--- src/rtl/uart_pkg.sv ---
// Shared definitions for the UART transmit and receive paths.
//   PAR_NONE / PAR_ODD / PAR_EVEN : parity mode encodings (PARITY_MODE values)
//   tx_state_t                    : transmit serialiser state encoding
//   baud_div()                    : clock cycles per bit, rounded to nearest
package uart_pkg;

    localparam logic [1:0] PAR_NONE = 2'd0;
    localparam logic [1:0] PAR_ODD  = 2'd1;
    localparam logic [1:0] PAR_EVEN = 2'd2;

    typedef enum logic [2:0] {
        IDLE,
        START,
        DATA,
        PARITY,
        STOP
    } tx_state_t;

    // Cycles per bit, rounded to the nearest integer rather than truncated.
    function automatic int baud_div(input int clk, input int baud);
        return (clk + baud / 2) / baud;
    endfunction

endpackage

--- src/rtl/uart_baud_cnt.sv ---
// Bit-period counter shared by the transmit serialiser and the receive sampler.
// Counts 0 .. DIV-1 and wraps; tick is high while the count sits on DIV-1.
//   clk      : clock
//   rst      : synchronous active-high reset (count -> 0)
//   clr      : synchronous clear (count -> 0), highest priority after reset
//   load     : load load_val (the receiver uses this to align to mid-bit)
//   load_val : value loaded when load is high
//   tick     : bit-end indication, count == DIV-1
module uart_baud_cnt #(
    parameter int DIV   = 434,
    parameter int CNT_W = $clog2(DIV)
) (
    input  logic             clk,
    input  logic             rst,
    input  logic             clr,
    input  logic             load,
    input  logic [CNT_W-1:0] load_val,
    output logic             tick
);

    localparam logic [CNT_W-1:0] LAST = CNT_W'(DIV - 1);

    logic [CNT_W-1:0] cnt_q;
    logic [CNT_W-1:0] cnt_d;

    assign tick = (cnt_q == LAST);

    // NOTE: every signal written in always_comb is given a value on all paths
    // (here the first assignment), otherwise a latch would be inferred.
    always_comb begin
        cnt_d = cnt_q + 1'b1;
        if (clr) begin
            cnt_d = '0;
        end else if (load) begin
            cnt_d = load_val;
        end else if (tick) begin
            cnt_d = '0;
        end
    end

    // NOTE: flops are written with non-blocking assignments so every register
    // samples its pre-edge inputs, independent of statement order.
    always_ff @(posedge clk) begin
        if (rst) begin
            cnt_q <= '0;
        end else begin
            cnt_q <= cnt_d;
        end
    end

endmodule

--- src/rtl/uart_tx_driver.sv ---
// UART transmit serialiser: start bit, 8 data bits LSB first, optional
// parity, 1 or 2 stop bits. All outputs are registered.
//   clk_sys              : system clock
//   rst                  : synchronous active-high reset
//   driver_tx_data       : byte to send, sampled only on the accept cycle
//   driver_tx_data_valid : one-cycle send request
//   tx_busy              : high while a frame is in progress
//   uart_txd             : serial line, idle high
//   tx_done              : one-cycle pulse after the last stop bit
//   tx_overrun           : one-cycle pulse, a request arrived while busy
module uart_tx_driver
    import uart_pkg::*;
#(
    parameter int CLK_FREQ    = 50_000_000,
    parameter int BAUD_RATE   = 115200,
    parameter int PARITY_MODE = 0,
    parameter int STOP_BITS   = 1,
    parameter int U_DLY       = 1
) (
    input  logic       clk_sys,
    input  logic       rst,
    input  logic [7:0] driver_tx_data,
    input  logic       driver_tx_data_valid,
    output logic       tx_busy,
    output logic       uart_txd,
    output logic       tx_done,
    output logic       tx_overrun
);

    localparam int BAUD_DIV = baud_div(CLK_FREQ, BAUD_RATE);
    localparam int CNT_W    = (BAUD_DIV < 2) ? 1 : $clog2(BAUD_DIV);

    if (BAUD_DIV < 2) begin : g_chk_div
        $error("uart_tx_driver: BAUD_DIV must be at least 2");
    end
    if (PARITY_MODE < 0 || PARITY_MODE > 2) begin : g_chk_par
        $error("uart_tx_driver: PARITY_MODE must be 0, 1 or 2");
    end
    if (STOP_BITS != 1 && STOP_BITS != 2) begin : g_chk_stop
        $error("uart_tx_driver: STOP_BITS must be 1 or 2");
    end
    // U_DLY matches the interface of the surrounding UART blocks; these
    // registers carry no assignment delay, so it is only range-checked.
    if (U_DLY < 0) begin : g_chk_dly
        $error("uart_tx_driver: U_DLY must not be negative");
    end

    tx_state_t  state_q,    state_d;
    logic [7:0] shift_q,    shift_d;
    logic [2:0] bit_idx_q,  bit_idx_d;
    logic       parity_q,   parity_d;    // line value of the parity bit
    logic       stop_cnt_q, stop_cnt_d;  // second stop bit in progress
    logic       txd_q,      txd_d;
    logic       done_q,     done_d;
    logic       overrun_q,  overrun_d;

    logic cnt_clr;
    logic cnt_load;
    logic cnt_tick;

    uart_baud_cnt #(
        .DIV   (BAUD_DIV),
        .CNT_W (CNT_W)
    ) u_baud_cnt (
        .clk      (clk_sys),
        .rst      (rst),
        .clr      (cnt_clr),
        .load     (cnt_load),
        .load_val ('0),
        .tick     (cnt_tick)
    );

    always_comb begin
        state_d    = state_q;
        shift_d    = shift_q;
        bit_idx_d  = bit_idx_q;
        parity_d   = parity_q;
        stop_cnt_d = stop_cnt_q;
        done_d     = 1'b0;
        cnt_clr    = 1'b0;
        cnt_load   = 1'b0;
        // Requests are only accepted in IDLE; anything else is dropped and flagged.
        overrun_d  = driver_tx_data_valid && (state_q != IDLE);

        unique case (state_q)
            IDLE: begin
                cnt_clr = 1'b1;
                if (driver_tx_data_valid) begin
                    shift_d   = driver_tx_data;
                    bit_idx_d = '0;
                    parity_d  = (PARITY_MODE == int'(PAR_ODD)) ? ~^driver_tx_data
                                                                :  ^driver_tx_data;
                    cnt_clr   = 1'b0;
                    cnt_load  = 1'b1;
                    state_d   = START;
                end
            end
            START: begin
                if (cnt_tick) state_d = DATA;
            end
            DATA: begin
                if (cnt_tick) begin
                    shift_d   = {1'b0, shift_q[7:1]};
                    bit_idx_d = bit_idx_q + 3'd1;
                    if (bit_idx_q == 3'd7) begin
                        stop_cnt_d = 1'b0;
                        state_d    = (PARITY_MODE != int'(PAR_NONE)) ? PARITY : STOP;
                    end
                end
            end
            PARITY: begin
                if (cnt_tick) begin
                    stop_cnt_d = 1'b0;
                    state_d    = STOP;
                end
            end
            STOP: begin
                if (cnt_tick) begin
                    if (STOP_BITS == 2 && !stop_cnt_q) begin
                        stop_cnt_d = 1'b1;
                    end else begin
                        stop_cnt_d = 1'b0;
                        done_d     = 1'b1;
                        state_d    = IDLE;
                    end
                end
            end
            default: state_d = IDLE;
        endcase

        // Line level follows the next state so uart_txd changes on the same
        // edge as the state register and comes straight from a flop.
        unique case (state_d)
            START:   txd_d = 1'b0;
            DATA:    txd_d = shift_d[0];
            PARITY:  txd_d = parity_d;
            default: txd_d = 1'b1;
        endcase
    end

    always_ff @(posedge clk_sys) begin
        if (rst) begin
            state_q    <= IDLE;
            shift_q    <= '0;
            bit_idx_q  <= '0;
            parity_q   <= 1'b0;
            stop_cnt_q <= 1'b0;
            txd_q      <= 1'b1;
            done_q     <= 1'b0;
            overrun_q  <= 1'b0;
        end else begin
            state_q    <= state_d;
            shift_q    <= shift_d;
            bit_idx_q  <= bit_idx_d;
            parity_q   <= parity_d;
            stop_cnt_q <= stop_cnt_d;
            txd_q      <= txd_d;
            done_q     <= done_d;
            overrun_q  <= overrun_d;
        end
    end

    assign tx_busy    = (state_q != IDLE);
    assign uart_txd   = txd_q;
    assign tx_done    = done_q;
    assign tx_overrun = overrun_q;

endmodule

--- config.mk ---
export PLATFORM = sky130hd
export DESIGN_NAME = uart_tx_driver
export DESIGN_NICKNAME = d
export VERILOG_FILES = /design/src/rtl/uart_pkg.sv /design/src/rtl/uart_baud_cnt.sv /design/src/rtl/uart_tx_driver.sv
export SDC_FILE = /design/constraint.sdc
export NUM_CORES = 1
export LEC_CHECK = 0
export CAP_MARGIN = 25
export CORE_ASPECT_RATIO = 0.5
export CORE_UTILIZATION = 40
export CTS_CLUSTER_SIZE = 16
export DETAILED_ROUTE_END_ITERATION = 12
export GPL_ROUTABILITY_DRIVEN = 1
export HOLD_SLACK_MARGIN = 0.03
export PLACE_DENSITY = 0.6
export REMOVE_ABC_BUFFERS = 1
export SLEW_MARGIN = 20
export SYNTH_ARGS = -nofsm -noshare
export SYNTH_HDL_FRONTEND = slang
export SYNTH_SLANG_ARGS = --single-unit
--- constraint.sdc ---
create_clock -name clk_sys -period 2.1 [get_ports clk_sys]
set_input_delay 0.315 -clock clk_sys [delete_from_list [all_inputs] [get_ports clk_sys]]
set_output_delay 0.315 -clock clk_sys [all_outputs]
set_load 0.01 [all_outputs]
==> flow_metrics.env, run 1 <==
export IMPL_status="finished clean"
export IMPL_min_path_cells=2
export IMPL_worstSetupPathType="flip-flop to output port"
export IMPL_global_route_usage_total_pct=14.23
export IMPL_cts_tree="built"
export IMPL_p_total_mw=0.9584
export IMPL_die_h_um=41.53
export IMPL_synthArstFlopShare_pct=0
export IMPL_crit_cells=3
export IMPL_yosys_warnings=0
export IMPL_syn_area_um2=1250
export IMPL_synth_area_leaders="dfxtp_1 (43%), xnor2_1 (7.0%), a22oi_1 (4.8%)"
export IMPL_hold_viol_final=0
export IMPL_gr_total_overflow=0
export IMPL_dp_hpwl_mm=1.583
export IMPL_drt_pass1_iterations=4
export IMPL_dr_total_vias=947
export IMPL_avgSynthCellArea_um2=9.259
export IMPL_tightest_slew_ns=0.3579
export IMPL_gp_congestion=0.7172
export IMPL_reg2reg_to="uart_txd"
export IMPL_ir_drop_mv=0.2646
export IMPL_ctsResizeCount=0
export IMPL_cellPowerDensity_nw_per_um2=649.7
export IMPL_avgRoutedWirePerCell_um=11.68
export IMPL_cts_root_buf="clkbuf_8"
export IMPL_path_delay_family="buffers and inverters"
export IMPL_row_count=13
export IMPL_skew_ns=0.007485
export IMPL_critPathLaunch="state_q[2]"
export IMPL_fin_nets=167
export IMPL_drt_wl_total_mm=2.196
export IMPL_synth_cell_types=34
export IMPL_n_antenna_cell=0
export IMPL_num_fill_cells=260
export IMPL_max_stage_delay_ns=0.54
export IMPL_ctsHtreeMaxLevel=1
export IMPL_numCtsBuffers=3
export IMPL_core_area_um2=2781
export IMPL_ys_ff_latch=27
export IMPL_clk_latency_ns=0.27
export IMPL_timing_rr_start="u_baud_cnt.cnt_q[0]"
export IMPL_fmax_mhz=531.4
export IMPL_ios=15
export IMPL_path_cells="inv_1, nand2_1, clkdlybuf4s50_1"
export IMPL_worstSetupEndpoint="tx_busy"
export IMPL_cp_slowest_cell="dfxtp_1"
export IMPL_clkTransAtPathRegs_ns=0.09
export IMPL_vias_per_cell=5.037
export IMPL_dieWidth_um=81.06
export IMPL_initial_core_util_pct=44.94
export IMPL_cp_end_kind="output port"
export IMPL_ant_nets=0
export IMPL_rsz0062_at_grt="no"
export IMPL_ys_seq_area_share_pct=43.24
export IMPL_layout_min_cycle_time_ns=1.882
export IMPL_grt_pass1_wl_mm=3.588
export IMPL_ff2ff_path_depth=6
export IMPL_cp_num_buf_inv=2
export IMPL_post_cts_setup_buffers=0
export IMPL_rrSetupSlack_ns=0.43
export IMPL_drive_above_1_share_pct=7.947
export IMPL_arrival_ns=1.57
export IMPL_yosysTopAreaCellShare_pct=43.24
export IMPL_maxCapViolCount=0
export IMPL_die_area_um2=3366
export IMPL_drcViolationCount=0
export IMPL_hold_class="flip-flop to flip-flop"
export IMPL_synthCells=135
export IMPL_antenna_found_initial=0
export IMPL_numClockSinks=27
export IMPL_cp_data_required_time_ns=1.78
export IMPL_grt_start_max_net_pins=15
export IMPL_synth_ff_type="dfxtp_1"
export IMPL_grt_pass1_vias=806
export IMPL_tns_ns=0
export IMPL_final_core_util_pct=53.04
export IMPL_port_buffers=14
export IMPL_synth_edf_count=0
export IMPL_clock_path_buffers=2
export IMPL_leakage_nw=0.5391
export IMPL_holdBufCountCts=0
export IMPL_worstSetupStartpointType="flip-flop"
export IMPL_drt_first_iter_violations=39
export IMPL_max_slew_margin_pct=76.11
export IMPL_syn2layout_area_growth_pct=18.02
export IMPL_cp_max_fo=9
export IMPL_yosysTopAreaCell="dfxtp_1"
export IMPL_report_final_slew_viol_count=0
export IMPL_finalSetupViolCount=0
export IMPL_timing_final_crit_share_pct=89.61
cells in the mapped netlist (3+ instances only):
| master | count |
|---|---|
| xnor2_1 | 10 |
| nor2_1 | 16 |
| o211ai_1 | 3 |
| a22oi_1 | 8 |
| nand3_1 | 4 |
| nand2_1 | 14 |
| dfxtp_1 | 27 |
| nor3_1 | 4 |
| xor2_1 | 4 |
| inv_1 | 4 |
| ha_1 | 4 |
| a21oi_1 | 11 |
per-layer routing:
metal  vias to the layer above  part of all wire [%]  track usage (%)
met5                         -                     0                0
met4                         0                  0.73            4.286
met3                         3                   3.9            5.934
met2                        10                    40            21.18
met1                       432                    55            18.65
li1                        502                     -                -
sequential cells by signal, indices dropped and copies added (netlist names):
name and cells:
uart_txd 1, tx_overrun 1, parity_q 1, u_baud_cnt.cnt_q 9, shift_q 8, tx_done 1
bit_idx_q 3, state_q 3
kinds of logic after synthesis:
| kind of cell | Yosys count | share of synthesized area, % |
|---|---|---|
| AND/OR/NAND/NOR | 53 | 24.03 |
| multiplexers | 2 | 1.602 |
| flip-flops | 27 | 43.24 |
| buffers and inverters | 9 | 3.503 |
| XOR/XNOR | 14 | 9.809 |
| adder cells (fa/ha/maj) | 4 | 4.004 |
| AO/OA/AOI/OAI | 26 | 13.81 |
worst min path at each step:
stage,start,endpoint,slack (ns)
global placement,shift_q[6],shift_q[6],0.44
CTS,shift_q[3],shift_q[3],0.46
finish,shift_q[3],shift_q[3],0.46
global route,shift_q[2],shift_q[2],0.48
floorplan,rst,bit_idx_q[1],0.38
detailed placement,shift_q[3],shift_q[3],0.45
power breakdown:
part	internal [mW]	switching [mW]
Clock	0.136	0.156
Sequential	0.530	0.0122
Combinational	0.0663	0.0589
cells in the final DEF (no fill, tap or decap), types with 2 or more instances in the layout:
| cell | n |
|---|---|
| and4b_1 | 2 |
| a22oi_1 | 8 |
| xnor2_1 | 10 |
| clkdlybuf4s50_1 | 14 |
| nor3_1 | 4 |
| dfxtp_1 | 27 |
| inv_1 | 4 |
| nand2_1 | 14 |
| nor2_1 | 16 |
| ha_1 | 4 |
| clkbuf_8 | 3 |
| xor2_1 | 4 |
| nand3_1 | 4 |
| buf_4 | 3 |
| mux2i_1 | 2 |
| a21oi_1 | 11 |
| o211ai_1 | 3 |
worst register-to-register path: cells and delay by family, from the launching register on:
kind | cells | cell delay (ns)
AND/OR/NAND/NOR | 3 | 0.68
flip-flops | 1 | 0.40
AO/OA/AOI/OAI | 2 | 0.31
adder cells (fa/ha/maj) | 1 | 0.17
per-stage QoR:
step	hold WS (ns)	worst slack [ns]	instance area [um^2]	instances
final	0.4584	0.2181	1475	188
after global routing	0.4850	0.1359	1475	188
after CTS	0.4598	0.2101	1475	188
after detailed placement	0.4468	0.2742	1430	184
after global placement	0.4432	0.3468	1430	184
after floorplan	0.3841	0.4547	1221	130
layout make-up:
cell class | instances | area [um^2] | area share (%)
multi-input combinational | 99 | 665.6 | 45.12
sequential | 27 | 540.5 | 36.64
timing repair buffer | 17 | 162.7 | 11.03
tap | 37 | 46.29 | 3.138
clock buffer | 4 | 45.04 | 3.053
inverter | 4 | 15.01 | 1.018
Note: power is estimated with default switching activity, not from simulation.
==> run 2, diff against run 1 <==
==> constraint.sdc (replaced) <==
create_clock -name clk_sys -period 1.9 [get_ports clk_sys]
set_input_delay 0.285 -clock clk_sys [delete_from_list [all_inputs] [get_ports clk_sys]]
set_output_delay 0.285 -clock clk_sys [all_outputs]
set_load 0.01 [all_outputs]
==> flow_metrics.env, run 2 (same netlist as run 1, synthesis figures left out) <==
export IMPL_gr_total_overflow=0
export IMPL_hold_class="flip-flop to flip-flop"
export IMPL_syn2layout_area_growth_pct=18.22
export IMPL_ctsHtreeMaxLevel=1
export IMPL_timing_rr_start="u_baud_cnt.cnt_q[0]"
export IMPL_top_register="u_baud_cnt.cnt_q"
export IMPL_drt_wl_total_mm=2.192
export IMPL_clock_path_buffers=2
export IMPL_worstSetupPathType="flip-flop to output port"
export IMPL_finalSetupViolCount=0
export IMPL_n_antenna_cell=0
export IMPL_layout_commonest_cell="dfxtp_1"
export IMPL_arrival_ns=1.49
export IMPL_setup_ws_ns=0.1243
export IMPL_clk_latency_ns=0.27
export IMPL_cts_root_buf="clkbuf_8"
export IMPL_cts_tree="built"
export IMPL_final_cell_mix="dfxtp_1 (25), nor2_1 (16), nand2_1 (14), clkdlybuf4s50_1 (14), a21oi_1 (11)"
export IMPL_drt_pass1_iterations=4
export IMPL_drt_first_iter_violations=39
export IMPL_ant_nets=0
export IMPL_layout_min_cycle_time_ns=1.776
export IMPL_numClockSinks=27
export IMPL_die_h_um=41.53
export IMPL_cp_data_required_time_ns=1.62
export IMPL_gp_congestion=0.7173
export IMPL_global_route_usage_total_pct=14.23
export IMPL_holdBufCountCts=0
export IMPL_tightest_slew_ns=0.3028
export IMPL_cp_max_fo=7
export IMPL_num_fill_cells=259
export IMPL_pre_cts_slack_ns=0.1042
export IMPL_core_area_um2=2781
export IMPL_clkTransAtPathRegs_ns=0.09
export IMPL_p_total_mw=1.060
export IMPL_ios=15
export IMPL_skew_ns=0.007562
export IMPL_reg_largest_list="u_baud_cnt.cnt_q: 9 flops, shift_q: 8 flops"
export IMPL_leakage_nw=0.5399
export IMPL_rsz0062_at_grt="no"
export IMPL_grt_start_max_net_pins=15
export IMPL_dp_hpwl_mm=1.583
export IMPL_multiInputGateArea_um2=665.6
export IMPL_cp_end_kind="output port"
export IMPL_row_count=13
export IMPL_port_buffers=14
export IMPL_critPathLaunch="state_q[1]"
export IMPL_tns_ns=0
export IMPL_die_area_um2=3366
export IMPL_drive_above_1_share_pct=9.272
export IMPL_final_cells=188
export IMPL_vias_per_cell=5.064
export IMPL_grt_pass1_vias=806
export IMPL_largest_reg_flops=9
export IMPL_hp_start="shift_q[3]"
export IMPL_dieWidth_um=81.06
export IMPL_report_final_slew_viol_count=0
export IMPL_drcViolationCount=0
export IMPL_hold_viol_final=0
export IMPL_grt_pass1_wl_mm=3.588
export IMPL_initial_core_util_pct=44.94
export IMPL_use_met1_pct=18.65
export IMPL_avgRoutedWirePerCell_um=11.66
export IMPL_dr_total_vias=952
export IMPL_timing_final_crit_share_pct=93.46
export IMPL_grt_busiest_layer="met2"
export IMPL_worstSetupStartpointType="flip-flop"
export IMPL_place_inst=184
export IMPL_grt_use_met2_pct=21.18
export IMPL_maxCapViolCount=0
export IMPL_fin_nets=167
export IMPL_grt_use_met3_pct=5.934
export IMPL_seqCellArea_um2=543.0
export IMPL_antenna_found_initial=0
export IMPL_ir_drop_mv=0.2926
export IMPL_status="finished clean"
export IMPL_cellPowerDensity_nw_per_um2=717.1
export IMPL_numCtsBuffers=3
export IMPL_fmax_mhz=563.2
export IMPL_max_slew_margin_pct=79.73
[run 2: cell count changes in the layout (fill, tap and decap cells not counted)]
cell / change
dfxtp_1: -2
dfxtp_2: +2
[run 2: worst paths after layout]
path / end / slack [ns] / cells after the start
max reg2reg: uart_txd / 0.22 / 6
max: tx_busy / 0.12 / 3
min reg2reg: shift_q[3] / 0.46 / 2
min: shift_q[3] / 0.46 / 2
[run 2: metrics by stage]
step	hold slack, ns	util [%]	cell area (um^2)
after floorplan	0.3541	-	1221
after detailed placement	0.4468	51.42	1430
after CTS	0.4598	53.04	1475
after global placement	0.4432	51.42	1430
after global routing	0.4850	53.13	1478
final	0.4586	53.13	1478
[run 2: power breakdown]
group	internal (mW)	switching [mW]	leakage (nW)	total (mW)
Clock	0.150	0.172	0.0228	0.322
Combinational	0.0734	0.0650	0.297	0.138
Sequential	0.586	0.0135	0.221	0.599
Total	0.809	0.250	0.540	1.06
[run 2: per-layer routing]
metal	routed length, um	share of wire, %	vias to the layer above
met2	866	40	12
met5	0	0	-
met3	88	4.0	3
met4	16	0.73	0
li1	-	-	501
met1	1221	56	436
[run 2: what timing repair did]
item                                    in CTS  in global routing
resized for setup                            0                  2
endpoints found under the setup margin       0                  1
endpoints found under the hold margin        0                  0
setup buffers                                0                  0
[run 2: cell type report]
type / count / area share, %
repair buffers: 17 / 11.01
inverters: 4 / 1.016
clock buffers: 4 / 3.048
well taps: 37 / 3.133
multi-input cells: 99 / 45.05
flip-flops and latches: 27 / 36.75
[run 2: critical path, cell delays in order (launching register included)]
cell and delay (ns):
dfxtp_1 0.38, nor2_1 0.28, nand2_1 0.09, clkdlybuf4s50_1 0.48
